[config.mk]
export PLATFORM = sky130hd
export DESIGN_NAME = user_input_capture
export DESIGN_NICKNAME = d
export VERILOG_FILES = /design/src/rtl/user_input_capture_pkg.sv /design/src/rtl/key_debounce.sv /design/src/rtl/user_input_capture.sv
export SDC_FILE = /design/constraint.sdc
export NUM_CORES = 1
export LEC_CHECK = 0
export BUFFER_PORTS_ARGS = -buffer_cell sky130_fd_sc_hd__buf_2
export CORE_MARGIN = 2
export CORE_UTILIZATION = 41
export CTS_CLUSTER_DIAMETER = 50
export DETAILED_ROUTE_END_ITERATION = 7
export PLACE_DENSITY = 0.66
export SYNTH_ARGS = -nofsm -noshare
export SYNTH_HDL_FRONTEND = slang
export SYNTH_SLANG_ARGS = --single-unit
[constraint.sdc]
create_clock -name clock -period 2.09 [get_ports clock]
set_input_delay 0.209 -clock clock [delete_from_list [all_inputs] [get_ports clock]]
set_output_delay 0.209 -clock clock [all_outputs]
set_load 0.1 [all_outputs]
[src/rtl/user_input_capture_pkg.sv]
// Shared definitions for the user input capture block: FSM states, switch
// geometry, default debounce length and the switch sign-extension helper.
package user_input_capture_pkg;

  localparam int unsigned SW_WIDTH                = 18;
  localparam int unsigned SIGN_BIT                = 17;
  localparam int unsigned DATA_WIDTH              = 32;
  localparam int unsigned DEFAULT_DEBOUNCE_CYCLES = 50000;

  typedef enum logic [1:0] {
    IDLE    = 2'd0,
    ARMED   = 2'd1,
    RELEASE = 2'd2
  } capture_state_t;

  // Replicates the switch sign bit across the upper word, keeping the low 17 bits.
  function automatic logic [DATA_WIDTH-1:0] sign_extend_sw(input logic [SW_WIDTH-1:0] sw);
    return {{(DATA_WIDTH - SIGN_BIT){sw[SIGN_BIT]}}, sw[SIGN_BIT-1:0]};
  endfunction

endpackage

[src/rtl/key_debounce.sv]
// Single-key conditioner: 2-flop synchronizer, stability counter and a
// registered press pulse on every accepted 0->1 change of the key.
// The key input is active-high; invert active-low buttons before this block.
module key_debounce
  import user_input_capture_pkg::*;
#(
  parameter int unsigned DEBOUNCE_CYCLES = DEFAULT_DEBOUNCE_CYCLES
) (
  input  logic clock,
  input  logic reset,
  input  logic key_raw,
  output logic key_stable,
  output logic press
);

  localparam int unsigned      CNT_W    = $clog2(DEBOUNCE_CYCLES);
  localparam logic [CNT_W-1:0] CNT_LAST = CNT_W'(DEBOUNCE_CYCLES - 1);

  logic [1:0]       sync_q, sync_d;
  logic [CNT_W-1:0] cnt_q, cnt_d;
  logic             stable_q, stable_d;
  logic             press_q, press_d;
  logic             key_sync;

  assign key_sync = sync_q[1];

  // Synchronizer, counter, stable level and press pulse registers.
  always_ff @(posedge clock) begin
    if (reset) begin
      sync_q   <= '0;
      cnt_q    <= '0;
      stable_q <= 1'b0;
      press_q  <= 1'b0;
    end else begin
      sync_q   <= sync_d;
      cnt_q    <= cnt_d;
      stable_q <= stable_d;
      press_q  <= press_d;
    end
  end

  // Accept a change only after the synchronized key differs for DEBOUNCE_CYCLES cycles.
  always_comb begin
    sync_d   = {sync_q[0], key_raw};
    cnt_d    = cnt_q;
    stable_d = stable_q;
    press_d  = 1'b0;
    if (key_sync == stable_q) begin
      cnt_d = '0;
    end else if (cnt_q == CNT_LAST) begin
      stable_d = ~stable_q;
      cnt_d    = '0;
      press_d  = ~stable_q;
    end else begin
      cnt_d = cnt_q + CNT_W'(1);
    end
  end

  assign key_stable = stable_q;
  assign press      = press_q;

endmodule

[src/rtl/user_input_capture.sv]
// User input capture: stalls a CPU read until the confirm button is pressed,
// then latches the sign-extended switches with a one-cycle valid strobe.
// Optional feature macro: INPUT_CAPTURE_ECHO_EN builds the echo register;
// otherwise echo is tied to zero.
module user_input_capture
  import user_input_capture_pkg::*;
#(
  parameter int unsigned DEBOUNCE_CYCLES = DEFAULT_DEBOUNCE_CYCLES
) (
  input  logic                  clock,
  input  logic                  reset,
  input  logic [SW_WIDTH-1:0]   dadosExternos,
  input  logic                  confirm_n,
  input  logic                  read_req,
  output logic [DATA_WIDTH-1:0] dadosLidos,
  output logic                  data_valid,
  output logic                  busy,
  output logic [DATA_WIDTH-1:0] echo
);

  capture_state_t        state_q, state_d;
  logic [SW_WIDTH-1:0]   sw_meta_q, sw_meta_d;
  logic [SW_WIDTH-1:0]   sw_sync_q, sw_sync_d;
  logic [DATA_WIDTH-1:0] dados_lidos_q, dados_lidos_d;
  logic                  data_valid_q, data_valid_d;
  logic                  busy_q, busy_d;
  logic                  capture_c;
  logic                  confirm_raw;
  logic                  key_stable;
  logic                  press;

  assign confirm_raw = ~confirm_n;

  key_debounce #(
    .DEBOUNCE_CYCLES(DEBOUNCE_CYCLES)
  ) u_confirm_debounce (
    .clock      (clock),
    .reset      (reset),
    .key_raw    (confirm_raw),
    .key_stable (key_stable),
    .press      (press)
  );

  // State, switch synchronizer and registered outputs.
  always_ff @(posedge clock) begin
    if (reset) begin
      state_q       <= IDLE;
      sw_meta_q     <= '0;
      sw_sync_q     <= '0;
      dados_lidos_q <= '0;
      data_valid_q  <= 1'b0;
      busy_q        <= 1'b0;
    end else begin
      state_q       <= state_d;
      sw_meta_q     <= sw_meta_d;
      sw_sync_q     <= sw_sync_d;
      dados_lidos_q <= dados_lidos_d;
      data_valid_q  <= data_valid_d;
      busy_q        <= busy_d;
    end
  end

  // Handshake FSM: arm on request, capture on press, wait for key release.
  always_comb begin
    state_d       = state_q;
    sw_meta_d     = dadosExternos;
    sw_sync_d     = sw_meta_q;
    dados_lidos_d = dados_lidos_q;
    data_valid_d  = 1'b0;
    capture_c     = 1'b0;

    unique case (state_q)
      IDLE: begin
        if (read_req) state_d = ARMED;
      end
      ARMED: begin
        // A request drop beats a simultaneous press.
        if (!read_req) begin
          state_d = IDLE;
        end else if (press) begin
          capture_c = 1'b1;
          state_d   = RELEASE;
        end
      end
      RELEASE: begin
        if (!key_stable) state_d = IDLE;
      end
      default: state_d = IDLE;
    endcase

    if (capture_c) begin
      dados_lidos_d = sign_extend_sw(sw_sync_q);
      data_valid_d  = 1'b1;
    end

    busy_d = (state_d == ARMED);
  end

  assign dadosLidos = dados_lidos_q;
  assign data_valid = data_valid_q;
  assign busy       = busy_q;

`ifdef INPUT_CAPTURE_ECHO_EN
  logic [DATA_WIDTH-1:0] echo_q, echo_d;

  // Echo register for the 7-segment path.
  always_ff @(posedge clock) begin
    if (reset) echo_q <= '0;
    else       echo_q <= echo_d;
  end

  // Follow every capture in the same cycle as dadosLidos.
  always_comb begin
    echo_d = echo_q;
    if (capture_c) echo_d = dados_lidos_d;
  end

  assign echo = echo_q;
`else
  assign echo = '0;
`endif

endmodule

==> Yosys cells after proc, flatten, opt, wreduce, memory -nomap -nowiden <==
Cells that the tools add are included.
{ "totals": {"ff_bits": 78, "inputBits": 22, "output_inout_bits": 66, "wordCells": 33} }
{ "op_classes": {"muxes": 9, "eq_ne": 5, "n_bitwise": 4, "reduce_logical": 4, "add_sub_neg": 1} }
{ "ops": {"columns": ["cell", "n"], "rows": [
  ["$add 16x1->16 const B", 1],
  ["$eq 16x16->1 const B", 1],
  ["$mux 2", 4],
  ["$pmux 2 s3", 1],
  ["$reduce_or 3->1", 2],
  ["$eq 2x1->1 const B", 2],
  ["$mux 1", 4],
  ["$not 1->1", 4],
  ["$eq 2x2->1 const B", 1],
  ["$logic_not 2->1", 1],
  ["$reduce_and 2->1", 1],
  ["$eq 1x1->1", 1]
]} }

==> Logic depth before layout (Yosys ltp) <==
Gate-level depths: netlist of run 1.
{ "depth": {"ltp_word": 4, "depth_mapped": 6, "ltp_nobuf": 5} }

==> Modules after synthesis <==
Synthesis of run 1 repeated with hierarchy kept, for this count alone.
{ "hier_totals": {"hier_cells": 303, "area_unflattened_um2": 3163.0} }
{ "modules_own_cells": {"columns": ["module", "instances", "area_each_um2", "seq_area_each_um2", "cells_per_inst"], "rows": [
  ["user_input_capture", 1, 2273.4, 1161.1, 214],
  ["key_debounce", 1, 889.6, 400.4, 89]
]} }

==> Worst setup path before layout of run 1 <==
OpenSTA, ideal clock, no wires.
{ "synth_timing": {"path_kind": "register to output", "startpoint": "register, netlist name dadosLidos[17]", "endpoint": "output dadosLidos[18]", "n_path_buf": 1, "stages_incl_launch_ff": 2, "path_slack_ns": 0.274, "arrival_time_ns": 1.607, "required_time_ns": 1.881, "path_cell_list": "dfxtp_1 > buf_4"} }
{ "synth_rtl": {"columns": ["item", "line_no", "text"], "rows": [
  ["to (decl)", "user_input_capture.sv:15", "output logic [DATA_WIDTH-1:0] dadosLidos,"]
]} }
No word-level cell between the ends.

==> Final worst setup path of run 1 <==
{ "layout_timing": {"startpoint": "register u_confirm_debounce.cnt_q[14]", "endpoint": "register u_confirm_debounce.cnt_q[9]"} }
{ "layout_via": {"elab_chain_cells": 2} }
{ "layout_rtl": {"columns": ["item", "line_no", "text"], "rows": [
  ["from (decl)", "key_debounce.sv:20", "logic [CNT_W-1:0] cnt_q, cnt_d;"],
  ["from (signal assigned)", "key_debounce.sv:36", "cnt_q <= cnt_d;"],
  ["$eq 16x16->1", "key_debounce.sv:50", "end else if (cnt_q == CNT_LAST) begin"],
  ["$reduce_or 3->1 (no line)", null, null]
]} }
Every way passes these cells.
A chain may end at the register's enable or synchronous reset.

==> impl_metrics.yaml, run 1 <==
die:
  initial_utilization_pct: 42.60
  dieArea_mm2: 0.007788
  rows: 30
  boundaryPins: 88
  chipHeight_um: 88.25
  core_mm2: 0.006832
  die_w_um: 88.25
route:
  wl_per_cell_um: 10.46
  vias: 1885
  first_pass_iters: 4
  ant_nets: 0
  viasPerCell: 4.217
  first_iter_violations: 97
  drc: 0
  wl_um: 4677
clock_tree:
  htreeDepth: 3
  cts_sinks: 78
  clk_pin_slew_ps: 70
  cts_resized: 0
  cts_root_buffer: "clkbuf_8"
  postCtsSetupBuffers: 0
  cts_buffers: 9
  cts_tree: "done"
  clock_tree.buffer_depth: 2
  hold_buffers: 1
  clk_latency_ps: 340
grt:
  grt_antenna_before_repair: 0
  grt_pass1_vias: 1551
  overflow: 0
  grt_max_degree: 27
  grt_pass1_wl_um: 7369
  grt_usage_pct: 12.57
timing:
  worst_slew_pin_slew_ps: 693.4
  post-route-min-period_ps: 1833
  rsz0062_at_grt: "no"
  finalHoldViolCount: 0
  max_freq_mhz: 545.5
  max-slew-margin-rel_pct: 53.77
  clock_skew_ps: 8.402
  slew_viol_final: 0
  finalCritPeriodShare_pct: 87.71
  setup_tns_ps: 0
  setup_viol_count_final: 0
yosys:
  synth.area.mux_share_pct: 0.3439
  ys_seq_elements: 78
  synthXorXnorAreaFrac_pct: 3.912
  synth_edf_count: 0
  ys_seq_area_share_pct: 53.65
  synthArstFlopShare_pct: 0
  synth_top_family_by_area: "simple AND/OR/NAND/NOR gates"
  synth_adder_area_share_pct: 0.4299
  synth.avg_cell_area_um2: 9.573
  yosysWarnings: 0
  synthSimpleGateAreaFrac_pct: 23.56
  synth_compound_area_share_pct: 4.170
  ys_types: 33
  ys.flop_type: "dfxtp_1"
  syn-cell-area_mm2: 0.002910
  syn_inst: 304
final_layout:
  antenna_cells: 0
  final_cell_mix: "78 x dfxtp_1, 55 x buf_2, 43 x nand2_1, 37 x nor2b_1, 32 x conb_1"
  syn2layout_area_growth_pct: 12.38
  fin_nets: 371
  drive_above_1_share_pct: 21.65
  final_cell_area_mm2: 0.003271
  multi_input_comb_area_mm2: 0.001069
  final_common_cell: "dfxtp_1"
  fillers: 696
  seq_area_mm2: 0.001562
worst_setup_path:
  critPathLaunch: "u_confirm_debounce.cnt_q[14]$_SDFF_PP0_"
  startpoint_type: "flop"
  rr_startpoint: "u_confirm_debounce.cnt_q[14]$_SDFF_PP0_"
  crit_end: "u_confirm_debounce.cnt_q[9]$_SDFF_PP0_"
  crit_type: "reg2reg"
  worstPathRequired_ps: 2320
  crit_fanout: 14
  r2r-end: "u_confirm_debounce.cnt_q[9]$_SDFF_PP0_"
  crit_arrival_ps: 2060
  setup.worst_path.end_class: "flop"
  worst-r2r-setup-slack_ps: 260
  ff2ff_path_depth: 4
job:
  cap_viol_max_count: 0
power_and_ir_drop:
  power_density_mw_per_mm2: 923.0
  vdd_ir_drop_max_uv: 356.2
  power.leakage_nw: 1.365
run_status:
  outcome: "completed"
place:
  place_area_mm2: 0.003059
  detailed_place_hpwl_um: 3191
  io_buffers: 55
  place_congestion: 0.8384
min_path:
  hold_class: "in2reg"
-- synthesized netlist by cell type (all sizes together), types with 4 or more instances --
| library cell | number | share of area, % |
|---|---|---|
| nand2 | 44 | 5.9 |
| xnor2 | 7 | 2.1 |
| a21oi | 20 | 3.4 |
| buf | 49 | 13 |
| nor3 | 4 | 0.69 |
| xor2 | 6 | 1.8 |
| dfxtp | 78 | 54 |
| nor2b | 37 | 8.0 |
| nand4 | 6 | 1.3 |
| clkbuf | 9 | 1.2 |
| nor2 | 17 | 2.2 |
-- worst max-delay path, stage by stage (launching register included) --
cell and delay, ps:
dfxtp_1 370, or4bb_1 510, or4_4 600, nand2_4 180, nor2_1 70
-- stage by stage --
step	worst slack [ps]	instances	util (%)	power (W)	hold WS, ps
after floorplan	274.3	335	-	0.001910	275.7
after global placement	294.2	432	44.78	0.001891	361.4
after detailed placement	256.0	432	44.78	0.001892	365.9
after CTS	242.3	447	47.88	0.003052	58.75
after global routing	168.5	447	47.88	0.003132	56.66
final	256.9	447	47.88	0.003019	76.12
-- how the worst min path moves through the flow --
stage | startpoint | end | cells past startpoint
3_3_place_gp | confirm_n | u_confirm_debounce.sync_q[0]$_SDFF_PP0_ | 2
3_5_place_dp | confirm_n | u_confirm_debounce.sync_q[0]$_SDFF_PP0_ | 2
4_1_cts | dadosExternos[16] | sw_meta_q[16]$_SDFF_PP0_ | 2
5_1_grt | dadosExternos[15] | sw_meta_q[15]$_SDFF_PP0_ | 2
6_report | dadosExternos[16] | sw_meta_q[16]$_SDFF_PP0_ | 2
2_1_floorplan | confirm_n | u_confirm_debounce.sync_q[0]$_SDFF_PP0_ | 1
-- state kept, by name, indices dropped and copies added, names as in the netlist --
name                           cells
sw_sync_q                         18
u_confirm_debounce.sync_q          2
u_confirm_debounce.key_stable      1
u_confirm_debounce.cnt_q          16
sw_meta_q                         18
busy                               1
dadosLidos                        18
state_q                            2
data_valid                         1
u_confirm_debounce.press           1
-- kinds of logic after synthesis --
logic type	after synthesis
AOI/OAI and AO/OA	23
xor gates and xnor gates	13
adders and majority gates	1
buffers and inverters	59
DFF	78
muxes	1
other	1
and+or+nand+nor	128
-- power breakdown --
part | internal (W) | leakage, nW | switching, W | total, W
clock | 0.000660 | 0.102 | 0.000500 | 0.00116
combinational | 0.0000375 | 0.625 | 0.000291 | 0.000329
sequential | 0.00152 | 0.637 | 0.00000835 | 0.00153
total | 0.00222 | 1.36 | 0.000800 | 0.00302
-- metal layers --
layer / wire length, µm / vias to the layer above / track usage (%)
li1: - / 990 / -
met1: 2236 / 823 / 17.47
met2: 1958 / 67 / 16.61
met3: 417 / 5 / 5.317
met4: 64 / 0 / 6.198
met5: 0 / - / 0
-- final cells by class --
class	count	area share [%]
inverters	1	0.1148
well taps	96	3.673
clock inverters	4	2.257
repair buffers	60	9.640
multi-input cells	198	32.67
flip-flops and latches	78	47.74
clock buffers	10	3.902
No activity file was read; power rests on OpenSTA's default activity.
==> run 2: changes to the inputs <==
MAX_ROUTING_LAYER = met4   (was default)
PLACE_DENSITY = 0.65   (was 0.66)
SYNTH_HIERARCHICAL = 1   (was default)
==> impl_metrics.yaml, run 2 <==
final_layout:
  final_common_cell: "dfxtp_1"
  final_cell_area_mm2: 0.003515
  drive_above_1_share_pct: 24.00
  syn2layout_area_growth_pct: 11.12
  seq_area_mm2: 0.001562
  multi_input_comb_area_mm2: 0.001272
  fin_nets: 368
  fillers: 747
  final_cell_mix: "78 x dfxtp_1, 55 x buf_2, 38 x nor2b_1, 36 x nand2b_1, 32 x conb_1"
  antenna_cells: 0
yosys:
  synth_top_area_share_pct: 49.37
  syn-cell-area_mm2: 0.003163
  synth.avg_cell_area_um2: 10.44
  synth.cells.most_frequent: "78 x dfxtp_1, 46 x buf_4, 38 x nor2b_1"
  ys_seq_elements: 78
  synthArstFlopShare_pct: 0
  yosysWarnings: 6
  ys_seq_area_share_pct: 49.37
  synth_edf_count: 0
  ys_types: 32
  ys.flop_type: "dfxtp_1"
  synth.area.top_cells: "dfxtp_1 49%, buf_4 11%, nor2b_1 7.5%"
  yosysMostFrequentCell: "dfxtp_1"
  syn_inst: 303
  yosys.area.top_type: "dfxtp_1"
place:
  io_buffers: 55
  detailed_place_hpwl_um: 3044
  pre_cts_slack_ps: 460.3
  place_congestion: 0.7778
  place_area_mm2: 0.003283
worst_setup_path:
  rr_startpoint: "u_confirm_debounce/cnt_q[0]$_SDFF_PP0_"
  setup.worst_path.end_class: "flop"
  crit_arrival_ps: 1820
  worstPathRequired_ps: 2310
  crit_fanout: 15
  worst-r2r-setup-slack_ps: 490
  r2r-end: "u_confirm_debounce/cnt_q[2]$_SDFF_PP0_"
  crit_type: "reg2reg"
  startpoint_type: "flop"
  ff2ff_path_depth: 5
die:
  boundaryPins: 88
  chipHeight_um: 91.84
  dieArea_mm2: 0.008434
  core_mm2: 0.007607
  rows: 32
  initial_utilization_pct: 41.58
  die_w_um: 91.84
clock_tree:
  cts_sinks: 78
  clk_pin_slew_ps: 80
  cts_root_buffer: "clkbuf_8"
  cts_buffers: 9
  cts_resized: 0
  htreeDepth: 3
  clock_tree.buffer_depth: 2
  postCtsSetupBuffers: 0
  cts_tree: "done"
  clk_latency_ps: 330
  hold_buffers: 0
timing:
  finalHoldViolCount: 0
  finalCritPeriodShare_pct: 76.61
  setup_tns_ps: 0
  max_freq_mhz: 624.6
  worst_slew_pin_slew_ps: 572.0
  clock_skew_ps: 6.151
  setup_viol_count_final: 0
  post-route-min-period_ps: 1601
  slew_viol_final: 0
  max-slew-margin-rel_pct: 61.87
  setup_slack_ps: 488.9
  rsz0062_at_grt: "no"
route:
  viasPerCell: 4.168
  wl_per_cell_um: 9.653
  drc: 0
  first_pass_iters: 4
  wl_um: 4363
  vias: 1884
  ant_nets: 0
  first_iter_violations: 49
min_path:
  min_to: "sw_meta_q[9]$_SDFF_PP0_"
  whs_path_depth: 2
  hp-start: "dadosExternos[9]"
  hold_class: "in2reg"
power_and_ir_drop:
  vdd_ir_drop_max_uv: 329.2
  power_density_mw_per_mm2: 885.7
  power.leakage_nw: 1.444
job:
  cap_viol_max_count: 0
grt:
  grt_pass1_vias: 1708
  grt_max_degree: 50
  grt_pass1_wl_um: 7293
  grt_usage_pct: 11.28
  overflow: 0
  grt_antenna_before_repair: 0
run_status:
  outcome: "completed"
run 2: worst max-delay path, stage by stage, from the launching register on:
cell      delay (ps)
dfxtp_1          380
ha_1             200
nand3_1          250
nand4b_4         290
nand2_2          270
nor2_1            90
run 2: per-layer routing:
layer  up-vias  part of all wire, %  track usage (%)
li1        972                    -                -
met1       853                   45            11.70
met2        53                   48            18.87
met3         6                  6.4            5.177
met4         0                 0.80            4.104
met5         -                    0                -
run 2: kinds of logic after synthesis:
| family | share of synthesized area [%] |
|---|---|
| XOR/XNOR | 4.154 |
| multiplexers | 6.013 |
| other | 0.1186 |
| flip-flops | 49.37 |
| adder cells (fa/ha/maj) | 0.3955 |
| AND/OR/NAND/NOR | 25.08 |
| AO/OA/AOI/OAI | 0.7910 |
| buffers and inverters | 14.08 |
run 2: layout make-up:
type	count	share of cell area, %
clock inverters	6	2.670
well taps	102	3.631
clock buffers	10	3.916
inverters	5	0.5340
multi-input cells	194	36.21
flip-flops and latches	78	44.43
repair buffers	57	8.615
run 2: worst max-delay path by stage:
stage,depth (start not counted),end,startpoint
3_3_place_gp,5,u_confirm_debounce/cnt_q[14]$_SDFF_PP0_,u_confirm_debounce/cnt_q[0]$_SDFF_PP0_
2_1_floorplan,1,dadosLidos[18],dadosLidos[17]$_SDFFE_PP0P_
5_1_grt,5,u_confirm_debounce/cnt_q[4]$_SDFF_PP0_,u_confirm_debounce/cnt_q[0]$_SDFF_PP0_
4_1_cts,5,u_confirm_debounce/cnt_q[2]$_SDFF_PP0_,u_confirm_debounce/cnt_q[0]$_SDFF_PP0_
6_report,5,u_confirm_debounce/cnt_q[2]$_SDFF_PP0_,u_confirm_debounce/cnt_q[0]$_SDFF_PP0_
3_5_place_dp,5,u_confirm_debounce/cnt_q[13]$_SDFF_PP0_,u_confirm_debounce/cnt_q[0]$_SDFF_PP0_
run 2: report_power, final:
part	total, W	switching [W]	internal [W]
Combinational	0.000344	0.000294	0.0000500
Sequential	0.00153	0.00000928	0.00152
Clock	0.00124	0.000526	0.000713
run 2: through the flow:
step	util [%]	total power, W	hold WS [ps]	instances
6_report	46.20	0.003113	78.50	452
5_1_grt	46.20	0.003245	51.24	452
4_1_cts	46.20	0.003163	57.86	452
2_1_floorplan	-	0.001925	280.6	334
3_5_place_dp	43.16	0.001911	423.1	436
3_3_place_gp	43.16	0.001909	417.2	436
==> run 3: changes to the inputs <==
PLACE_DENSITY = 0.68   (was 0.65)
clock period = 1.3 ns   (was 2.09 ns; I/O delays follow)
==> impl_metrics.yaml, run 3 (synthesis gave the netlist of run 2 again) <==
run_status:
  outcome: "completed"
worst_setup_path:
  crit_fanout: 6
  crit_type: "reg2reg"
  path_buf_inv: 0
  critPathLaunch: "u_confirm_debounce/cnt_q[0]$_SDFF_PP0_"
  path_cells: "ha_4, nand3_4, nand4b_4, mux2i_1, nor2_1"
  rr_startpoint: "u_confirm_debounce/cnt_q[0]$_SDFF_PP0_"
  critical-path-top-delay-family: "simple AND/OR/NAND/NOR gates"
  setup.worst_path.end_class: "flop"
  cpPeakStageDelay_ps: 370
  startpoint_type: "flop"
  crit_arrival_ps: 1500
  worstPathRequired_ps: 1540
  cp_slowest_cell: "dfxtp_4"
route:
  vias: 2013
  first_iter_violations: 50
  ant_nets: 0
  first_pass_iters: 5
  wl_um: 5182
  viasPerCell: 4.151
  wl_per_cell_um: 10.68
  drc: 0
place:
  place_congestion: 0.8109
  detailed_place_hpwl_um: 3345
  io_buffers: 55
  dp.cells: 449
  pre_cts_slack_ps: -42.37
final_layout:
  syn2layout_area_growth_pct: 30.74
  final_cell_mix: "67 x dfxtp_1, 38 x nor2b_1, 36 x nand2b_1, 36 x buf_2, 32 x conb_1"
  final_common_cell: "dfxtp_1"
  fin_cells: 485
  final_util_pct: 54.36
  drive_above_1_share_pct: 30.55
  fillers: 681
  fin_nets: 401
  antenna_cells: 0
power_and_ir_drop:
  vdd_ir_drop_max_uv: 464.1
  power_density_mw_per_mm2: 1145
  power.leakage_nw: 1.664
timing:
  finalCritPeriodShare_pct: 97.02
  finalHoldViolCount: 0
  whs_ps: 8.866
  setup_slack_ps: 38.78
  post-route-min-period_ps: 1261
  setup_viol_count_final: 0
  max_freq_mhz: 792.9
  slew_viol_final: 0
  rsz0062_at_grt: "yes"
  clock_skew_ps: 8.301
die:
  rows: 32
  initial_utilization_pct: 41.58
  die_w_um: 91.84
  boundaryPins: 88
  chipHeight_um: 91.84
  core_mm2: 0.007607
  dieArea_mm2: 0.008434
grt:
  overflow: 0
  grt_antenna_before_repair: 0
  grt_pass1_vias: 1766
  grt_pass1_wl_um: 8045
  grt_usage_pct: 12.72
  grt_max_degree: 53
min_path:
  hold_class: "in2reg"
  hp-start: "dadosExternos[0]"
clock_tree:
  cts_buffers: 9
  clock_tree.buffer_depth: 2
  cts_sinks: 78
  htreeDepth: 3
  cts_root_buffer: "clkbuf_8"
  clk_latency_ps: 350
  clk_pin_slew_ps: 90
  cts_tree: "done"
job:
  cap_viol_max_count: 0
==> run 3: per-layer routing <==
layer	vias up	global-route usage, %	part of all wire (%)
met2	56	20.77	50
li1	1047	-	-
met3	7	5.012	6.4
met5	-	-	0
met4	0	6.468	1.8
met1	903	13.37	42
==> run 3: worst reg2reg max path, delay by kind of cell, from the launching register on <==
kind                       cells  cell delay (ps)
and+or+nand+nor                3              430
DFF                            1              370
adders and majority gates      1              160
muxes                          1              190
==> run 3: final timing paths <==
check                                               end  slack (ps)  depth (start not counted)
max          u_confirm_debounce/key_stable$_SDFFE_PP0P_          40                          5
min                             sw_meta_q[0]$_SDFF_PP0_           9                          2
max reg2reg  u_confirm_debounce/key_stable$_SDFFE_PP0P_          40                          5
min reg2reg     u_confirm_debounce/sync_q[1]$_SDFF_PP0_         440                          1
==> run 3: layout make-up <==
type                            instances  area (µm²)  share of cell area [%]
Timing Repair Buffer                   90       867.1                   20.97
Clock buffer                            9       123.9                   2.995
Clock inverter                          7       66.31                   1.604
Multi-Input combinational cell        194        1349                   32.62
Tap cell                              102       127.6                   3.086
Inverter                                5       18.77                  0.4539
Sequential cell                        78        1583                   38.28
==> run 3: power by group <==
part	total (W)	switching, W	internal (W)
combinational	0.000598	0.000485	0.000113
clock	0.00168	0.000953	0.000731
sequential	0.00245	0.0000150	0.00244
total	0.00474	0.00145	0.00328
==> run 3: what timing repair did <==
action	4_1_cts	5_1_grt
setup buffers	2	3
hold endpoints to repair	14	0
cloned	0	1
gates resized for setup	4	21
endpoints found under the setup margin	17	37
hold buffers	14	0
pin swaps	2	3
==> run 3: metrics by stage <==
step	TNS, ps	instance area, µm²	power [W]
after floorplan	0	3301	0.003096
after global placement	0	3652	0.003074
after detailed placement	-435.8	3652	0.003078
after CTS	-28.57	4026	0.004803
after global routing	-242.5	4135	0.004927
final	0	4135	0.004737
